===== src/rtl/sl2apb_pkg.sv =====
// Shared types for the serial-link-to-APB initiator: FSM states, command and response records.
package sl2apb_pkg;

  typedef enum logic [1:0] {IDLE, SETUP, ACCESS, RESP} state_e;

  // Command records carry the widest supported address; users slice to their ADDR_WIDTH.
  localparam int unsigned MaxAddrWidth = 32;

  typedef struct packed {
    logic                    write;
    logic [MaxAddrWidth-1:0] addr;
    logic [31:0]             wdata;
    logic [3:0]              strb;
  } cmd_t;

  typedef struct packed {
    logic [31:0] rdata;
    logic        err;
    logic        timeout;
  } rsp_t;

  // Reads never carry byte strobes on the bus.
  function automatic logic [3:0] apb_strb(input logic write, input logic [3:0] strb);
    return write ? strb : 4'b0000;
  endfunction

endpackage


===== src/rtl/sl2apb_initiator_if.sv =====
// Command/response handshakes plus APB4 initiator bus. The master modport is the initiator's
// view; the slave modport is the surrounding link logic and APB target.
interface sl2apb_initiator_if #(
  parameter int unsigned ADDR_WIDTH = 10
);

  logic                  cmd_valid;
  logic                  cmd_ready;
  logic                  cmd_write;
  logic [ADDR_WIDTH-1:0] cmd_addr;
  logic [31:0]           cmd_wdata;
  logic [3:0]            cmd_strb;

  logic                  rsp_valid;
  logic                  rsp_ready;
  logic [31:0]           rsp_rdata;
  logic                  rsp_err;
  logic                  rsp_timeout;

  logic                  psel;
  logic                  penable;
  logic                  pwrite;
  logic [ADDR_WIDTH-1:0] paddr;
  logic [31:0]           pwdata;
  logic [3:0]            pstrb;
  logic                  pready;
  logic                  pslverr;
  logic [31:0]           prdata;

  modport master (
    input  cmd_valid, cmd_write, cmd_addr, cmd_wdata, cmd_strb, rsp_ready,
    input  pready, pslverr, prdata,
    output cmd_ready, rsp_valid, rsp_rdata, rsp_err, rsp_timeout,
    output psel, penable, pwrite, paddr, pwdata, pstrb
  );

  modport slave (
    output cmd_valid, cmd_write, cmd_addr, cmd_wdata, cmd_strb, rsp_ready,
    output pready, pslverr, prdata,
    input  cmd_ready, rsp_valid, rsp_rdata, rsp_err, rsp_timeout,
    input  psel, penable, pwrite, paddr, pwdata, pstrb
  );

endinterface


===== src/rtl/sl2apb_timeout_cnt.sv =====
// ACCESS-phase watchdog: counts stalled cycles and flags the cycle whose count would reach limit.
module sl2apb_timeout_cnt (
  input  logic        pclk,
  input  logic        preset,
  input  logic        clear,
  input  logic        enable,
  input  logic [15:0] limit,
  output logic        expired
);

  logic [15:0] cnt_q;

  always_ff @(posedge pclk or posedge preset) begin
    if (preset) begin
      cnt_q <= '0;
    end else if (clear) begin
      cnt_q <= '0;
    end else if (enable) begin
      cnt_q <= cnt_q + 16'd1;
    end
  end

  // Fires in the stalled cycle whose increment would make the count equal the limit.
  assign expired = enable && (({1'b0, cnt_q} + 17'd1) >= {1'b0, limit});

endmodule


===== src/rtl/sl2apb_initiator.sv =====
// APB4 initiator: one command in, one SETUP/ACCESS transfer out, one response back.
// Optional ACCESS watchdog enabled by defining SL2APB_TIMEOUT_EN.
module sl2apb_initiator
  import sl2apb_pkg::*;
#(
  parameter int unsigned ADDR_WIDTH     = 10,
  parameter int unsigned TIMEOUT_CYCLES = 255
) (
  input logic                pclk,
  input logic                preset,
  sl2apb_initiator_if.master bus
);

  if (TIMEOUT_CYCLES < 1 || TIMEOUT_CYCLES > 65535 || ADDR_WIDTH < 1 || ADDR_WIDTH > 32)
  begin : g_bad_params
    $error("sl2apb_initiator: illegal TIMEOUT_CYCLES or ADDR_WIDTH");
  end

  state_e                state_q;
  logic                  psel_q;
  logic                  penable_q;
  logic                  pwrite_q;
  logic [ADDR_WIDTH-1:0] paddr_q;
  logic [31:0]           pwdata_q;
  logic [3:0]            pstrb_q;
  logic                  rsp_valid_q;
  rsp_t                  rsp_q;
  logic                  timeout_hit;

`ifdef SL2APB_TIMEOUT_EN
  sl2apb_timeout_cnt u_timeout_cnt (
    .pclk    (pclk),
    .preset  (preset),
    .clear   (state_q == SETUP),
    .enable  ((state_q == ACCESS) && !bus.pready),
    .limit   (16'(TIMEOUT_CYCLES)),
    .expired (timeout_hit)
  );
`else
  assign timeout_hit = 1'b0;
`endif

  always_ff @(posedge pclk or posedge preset) begin
    if (preset) begin
      state_q     <= IDLE;
      psel_q      <= 1'b0;
      penable_q   <= 1'b0;
      pwrite_q    <= 1'b0;
      paddr_q     <= '0;
      pwdata_q    <= '0;
      pstrb_q     <= '0;
      rsp_valid_q <= 1'b0;
      rsp_q       <= '0;
    end else begin
      case (state_q)
        IDLE: begin
          if (bus.cmd_valid) begin
            paddr_q  <= bus.cmd_addr;
            pwrite_q <= bus.cmd_write;
            pwdata_q <= bus.cmd_wdata;
            pstrb_q  <= apb_strb(bus.cmd_write, bus.cmd_strb);
            psel_q   <= 1'b1;
            state_q  <= SETUP;
          end
        end
        SETUP: begin
          penable_q <= 1'b1;
          state_q   <= ACCESS;
        end
        ACCESS: begin
          // pready takes priority over a coincident timeout.
          if (bus.pready) begin
            psel_q        <= 1'b0;
            penable_q     <= 1'b0;
            rsp_q.rdata   <= (!pwrite_q && !bus.pslverr) ? bus.prdata : 32'd0;
            rsp_q.err     <= bus.pslverr;
            rsp_q.timeout <= 1'b0;
            rsp_valid_q   <= 1'b1;
            state_q       <= RESP;
          end else if (timeout_hit) begin
            psel_q        <= 1'b0;
            penable_q     <= 1'b0;
            rsp_q.rdata   <= 32'd0;
            rsp_q.err     <= 1'b1;
            rsp_q.timeout <= 1'b1;
            rsp_valid_q   <= 1'b1;
            state_q       <= RESP;
          end
        end
        RESP: begin
          if (bus.rsp_ready) begin
            rsp_valid_q <= 1'b0;
            state_q     <= IDLE;
          end
        end
        default: state_q <= IDLE;
      endcase
    end
  end

  assign bus.cmd_ready   = (state_q == IDLE);
  assign bus.psel        = psel_q;
  assign bus.penable     = penable_q;
  assign bus.pwrite      = pwrite_q;
  assign bus.paddr       = paddr_q;
  assign bus.pwdata      = pwdata_q;
  assign bus.pstrb       = pstrb_q;
  assign bus.rsp_valid   = rsp_valid_q;
  assign bus.rsp_rdata   = rsp_q.rdata;
  assign bus.rsp_err     = rsp_q.err;
  assign bus.rsp_timeout = rsp_q.timeout;

endmodule


===== src/flat_wrapper.sv =====
// flat-port wrapper written by rule: the top's interface ports become plain ports
module sl2apb_initiator_flat import sl2apb_pkg::*;
#(
  parameter int unsigned ADDR_WIDTH     = 10,
  parameter int unsigned TIMEOUT_CYCLES = 255
)
  (pclk, preset, bus_cmd_valid, bus_cmd_write, bus_cmd_addr, bus_cmd_wdata, bus_cmd_strb, bus_rsp_ready, bus_pready, bus_pslverr, bus_prdata, bus_cmd_ready, bus_rsp_valid, bus_rsp_rdata, bus_rsp_err, bus_rsp_timeout, bus_psel, bus_penable, bus_pwrite, bus_paddr, bus_pwdata, bus_pstrb);
  sl2apb_initiator_if #(.ADDR_WIDTH(ADDR_WIDTH)) bus_i ();
  input logic pclk;
  input logic preset;
  input wire logic [$bits(bus_i.cmd_valid)-1:0] bus_cmd_valid;
  input wire logic [$bits(bus_i.cmd_write)-1:0] bus_cmd_write;
  input wire logic [$bits(bus_i.cmd_addr)-1:0] bus_cmd_addr;
  input wire logic [$bits(bus_i.cmd_wdata)-1:0] bus_cmd_wdata;
  input wire logic [$bits(bus_i.cmd_strb)-1:0] bus_cmd_strb;
  input wire logic [$bits(bus_i.rsp_ready)-1:0] bus_rsp_ready;
  input wire logic [$bits(bus_i.pready)-1:0] bus_pready;
  input wire logic [$bits(bus_i.pslverr)-1:0] bus_pslverr;
  input wire logic [$bits(bus_i.prdata)-1:0] bus_prdata;
  output wire logic [$bits(bus_i.cmd_ready)-1:0] bus_cmd_ready;
  output wire logic [$bits(bus_i.rsp_valid)-1:0] bus_rsp_valid;
  output wire logic [$bits(bus_i.rsp_rdata)-1:0] bus_rsp_rdata;
  output wire logic [$bits(bus_i.rsp_err)-1:0] bus_rsp_err;
  output wire logic [$bits(bus_i.rsp_timeout)-1:0] bus_rsp_timeout;
  output wire logic [$bits(bus_i.psel)-1:0] bus_psel;
  output wire logic [$bits(bus_i.penable)-1:0] bus_penable;
  output wire logic [$bits(bus_i.pwrite)-1:0] bus_pwrite;
  output wire logic [$bits(bus_i.paddr)-1:0] bus_paddr;
  output wire logic [$bits(bus_i.pwdata)-1:0] bus_pwdata;
  output wire logic [$bits(bus_i.pstrb)-1:0] bus_pstrb;
  assign bus_i.cmd_valid = bus_cmd_valid;
  assign bus_i.cmd_write = bus_cmd_write;
  assign bus_i.cmd_addr = bus_cmd_addr;
  assign bus_i.cmd_wdata = bus_cmd_wdata;
  assign bus_i.cmd_strb = bus_cmd_strb;
  assign bus_i.rsp_ready = bus_rsp_ready;
  assign bus_i.pready = bus_pready;
  assign bus_i.pslverr = bus_pslverr;
  assign bus_i.prdata = bus_prdata;
  assign bus_cmd_ready = bus_i.cmd_ready;
  assign bus_rsp_valid = bus_i.rsp_valid;
  assign bus_rsp_rdata = bus_i.rsp_rdata;
  assign bus_rsp_err = bus_i.rsp_err;
  assign bus_rsp_timeout = bus_i.rsp_timeout;
  assign bus_psel = bus_i.psel;
  assign bus_penable = bus_i.penable;
  assign bus_pwrite = bus_i.pwrite;
  assign bus_paddr = bus_i.paddr;
  assign bus_pwdata = bus_i.pwdata;
  assign bus_pstrb = bus_i.pstrb;
  sl2apb_initiator #(.ADDR_WIDTH(ADDR_WIDTH), .TIMEOUT_CYCLES(TIMEOUT_CYCLES)) u_core (.pclk(pclk), .preset(preset), .bus(bus_i));
endmodule

===== config.mk =====
export PLATFORM = sky130hd
export DESIGN_NAME = sl2apb_initiator_flat
export DESIGN_NICKNAME = d
export VERILOG_FILES = /design/src/rtl/sl2apb_pkg.sv /design/src/rtl/sl2apb_initiator_if.sv /design/src/rtl/sl2apb_timeout_cnt.sv /design/src/rtl/sl2apb_initiator.sv /design/src/flat_wrapper.sv
export SDC_FILE = /design/constraint.sdc
export NUM_CORES = 1
export LEC_CHECK = 0
export ABC_AREA = 1
export CELL_PAD_IN_SITES_DETAIL_PLACEMENT = 0
export CELL_PAD_IN_SITES_GLOBAL_PLACEMENT = 1
export CORE_ASPECT_RATIO = 1.4
export CORE_MARGIN = 4
export CORE_UTILIZATION = 30
export CTS_BUF_LIST = sky130_fd_sc_hd__clkbuf_8
export DETAILED_ROUTE_END_ITERATION = 7
export PLACE_DENSITY = 0.83
export SETUP_SLACK_MARGIN = 0.15
export SLEW_MARGIN = 15
export SYNTH_ARGS = -nofsm -noshare
export SYNTH_HDL_FRONTEND = slang
export SYNTH_SLANG_ARGS = --single-unit

===== constraint.sdc =====
create_clock -name pclk -period 3.2 [get_ports pclk]
set_input_delay 0.64 -clock pclk [delete_from_list [all_inputs] [get_ports pclk]]
set_output_delay 0.64 -clock pclk [all_outputs]
set_load 0.05 [all_outputs]

==> impl_metrics.json <==
{
  "cp_slowest_stage_delay_ps": 810,
  "antenna_found_initial": 0,
  "synth.distinct_cells": 19,
  "power_mw": 5.69,
  "grt_pass1_wl_um": 15200,
  "utilization": 0.477,
  "yosysSeqAreaShare": 0.605,
  "wl_um": 9490,
  "syn-instance-count": 389,
  "ios": 170,
  "r2r_cells": 6,
  "r2r-start": "u_core.state_q[0]$_DFFE_PP0P_",
  "drt_iter0_drc": 75,
  "max_freq_ghz": 0.395,
  "worstSetupEndpointType": "output port",
  "timing.rr.end": "u_core.bus.pwdata[1]$_DFFE_PP0P_",
  "port_buffers": 168,
  "hold_path_depth": 2,
  "fin_setup_tns_ps": 0,
  "syn_to_final_growth_pct": 54.7,
  "first_pass_iters": 4,
  "post-synth-top-area-cell": "dfrtp_1",
  "clkLatencyLatePin_ps": 350,
  "overflow": 0,
  "critPathMaxFanout": 4,
  "min-delay-start": "u_core.bus.rsp_rdata[22]$_DFFE_PP0P_",
  "wl_met3_um": 930,
  "cp-start-kind": "flop",
  "antenna_cells": 0,
  "synth_enable_flop_cells": 0,
  "seqCellArea_um2": 2130,
  "grt_pass1_vias": 3141,
  "place_ws_ps": 959,
  "ys_async_sr_fraction": 1.00,
  "setup_ws_ps": 668,
  "dp_hpwl_um": 6820,
  "nets": 643,
  "cts_resized": 0,
  "ff2ff_setup_slack_ps": 1440,
  "dieArea_um2": 13500,
  "maxSlewViolCount": 0,
  "multiInputGateArea_um2": 1180,
  "viasPerCell": 4.35,
  "die_h_um": 136,
  "h-tree-depth": 3,
  "cts_buffers": 9,
  "grt_start_max_net_pins": 48,
  "power.static_leakage_nw": 2.66,
  "cts.sinks": 85,
  "start_util": 0.308,
  "wl_met1_um": 3850,
  "ir_drop_mv": 0.557,
  "num_rows": 46,
  "cts_hold_buffers": 0,
  "core_um2": 11400,
  "finalHoldViolCount": 0,
  "fillers": 1095,
  "finClkSkew_ps": 12.9,
  "clk_pin_slew_worst_paths_ps": 80,
  "power_density_nw_per_um2": 1050,
  "synth_fp_nets": 479,
  "ys_ff_latch": 85,
  "cts_tree": "done",
  "hp-class": "flop to flop",
  "top_layer": "met4",
  "slowest_stage": "clkdlybuf4s50_1",
  "slew_headroom": 0.530,
  "post_cts_buffers": 0,
  "worstPathArrival_ps": 1890,
  "tightest_slew_ps": 705,
  "layout-drive-gt1-share": 0.0609,
  "yosys.area.top_type_share": 0.605,
  "die_w_um": 99.5,
  "grt_use_total": 0.139,
  "vias": 3054,
  "root_buffer": "clkbuf_8",
  "drc": 0,
  "ant_nets": 0,
  "fin_cells": 702,
  "rsz0062_at_grt": "false",
  "wl_per_cell_um": 13.5,
  "clock_path_buffers": 2,
  "ys_warn_count": 0,
  "crit_type": "flop to output port",
  "worstPathCellList": "inv_1 > ha_1 > clkdlybuf4s50_1",
  "status": "completed",
  "synth_area_leaders": "dfrtp_1 61%, nand2_1 24%, nand3_1 3.6%",
  "postSynthAreaPerCell_um2": 9.03,
  "wl_met2_um": 4620,
  "gp_congestion": 0.792,
  "critPathRequiredTime_ps": 2560,
  "finalSetupViolCount": 0,
  "cap_violations": 0,
  "period_share": 0.791,
  "yosysMostFrequentCell": "nand2_1",
  "placed_cells": 686,
  "synth_area_um2": 3510,
  "layout_min_cycle_time_ps": 2530,
  "min_to": "u_core.bus.rsp_rdata[22]$_DFFE_PP0P_",
  "synth_top_flop_cell": "dfrtp_1",
  "synth_commonest_cells": "220 x nand2_1, 85 x dfrtp_1, 25 x nand3_1"
}
-- per-stage QoR --
step | instance area [µm²] | hold WS [ps]
global route | 5440 | 504
finish | 5440 | 482
global placement | 5270 | 457
CTS | 5440 | 485
floorplan | 3510 | 499
detailed placement | 5270 | 464
-- flip-flops by register name, summed over array words and instances, names as in the netlist --
register / count
u_core.bus.rsp_err: 1
u_core.bus.penable: 1
u_core.bus.rsp_rdata: 32
u_core.bus.pstrb: 4
u_core.bus.rsp_valid: 1
u_core.bus.paddr: 10
u_core.bus.psel: 1
u_core.bus.pwrite: 1
u_core.state_q: 2
u_core.bus.pwdata: 32
-- cell type report --
class                   instances  share of cell area
clock inverters                 7             0.00829
repair buffers                172               0.317
well taps                     144              0.0331
clock buffers                   9              0.0228
multi-input cells             272               0.217
inverters                      13              0.0106
flip-flops and latches         85               0.391
-- cells by family (layout without fill, tap and decap cells) --
family                     after synthesis  after routing  share of synthesized area
AOI/OAI and AO/OA                        5              5                    0.00712
adders and majority gates                5              5                     0.0178
buffers and inverters                   32            201                     0.0595
DFF                                     85             85                      0.605
other                                    1              1                    0.00107
and+or+nand+nor                        261            261                      0.309
-- critical path: cells and delay by family (launching register included) --
family | cells | cell delay [ps]
flops | 1 | 420
buf+inv | 2 | 930
fa+ha+maj | 1 | 200
-- layer usage --
layer  up-vias  global-route usage
li1       1520                   -
met1      1399               0.167
met2       126               0.229
met3         9              0.0570
met4         0              0.0433
met5         -                   0
-- placed cells by master, fill, tap and decap left out, types with 3 or more instances in the layout --
cell type	count
buf_4	3
clkbuf_8	9
clkdlybuf4s50_1	168
clkinv_4	3
dfrtp_1	85
ha_1	5
inv_1	12
nand2_1	220
nand3_1	25
nand3_2	10
o21ai_1	3
-- power by group --
part           internal [mW]  switching [mW]
registers               1.50           0.240
clock network          0.278           0.378
logic                   1.04            2.25
-- worst max path at each step --
stage / start / end / slack, ps / cells past startpoint
floorplan: preset / u_core.bus.paddr[0]$_DFFE_PP0P_ / 370 / 1
global placement: bus_cmd_valid / u_core.bus.pwdata[10]$_DFFE_PP0P_ / 1030 / 5
detailed placement: bus_cmd_valid / u_core.bus.pwdata[1]$_DFFE_PP0P_ / 960 / 5
CTS: u_core.state_q[0]$_DFFE_PP0P_ / bus_cmd_ready / 630 / 3
global route: u_core.state_q[1]$_DFFE_PP0P_ / bus_cmd_ready / 550 / 3
finish: u_core.state_q[0]$_DFFE_PP0P_ / bus_cmd_ready / 670 / 3
No activity file was read; power rests on OpenSTA's default activity.
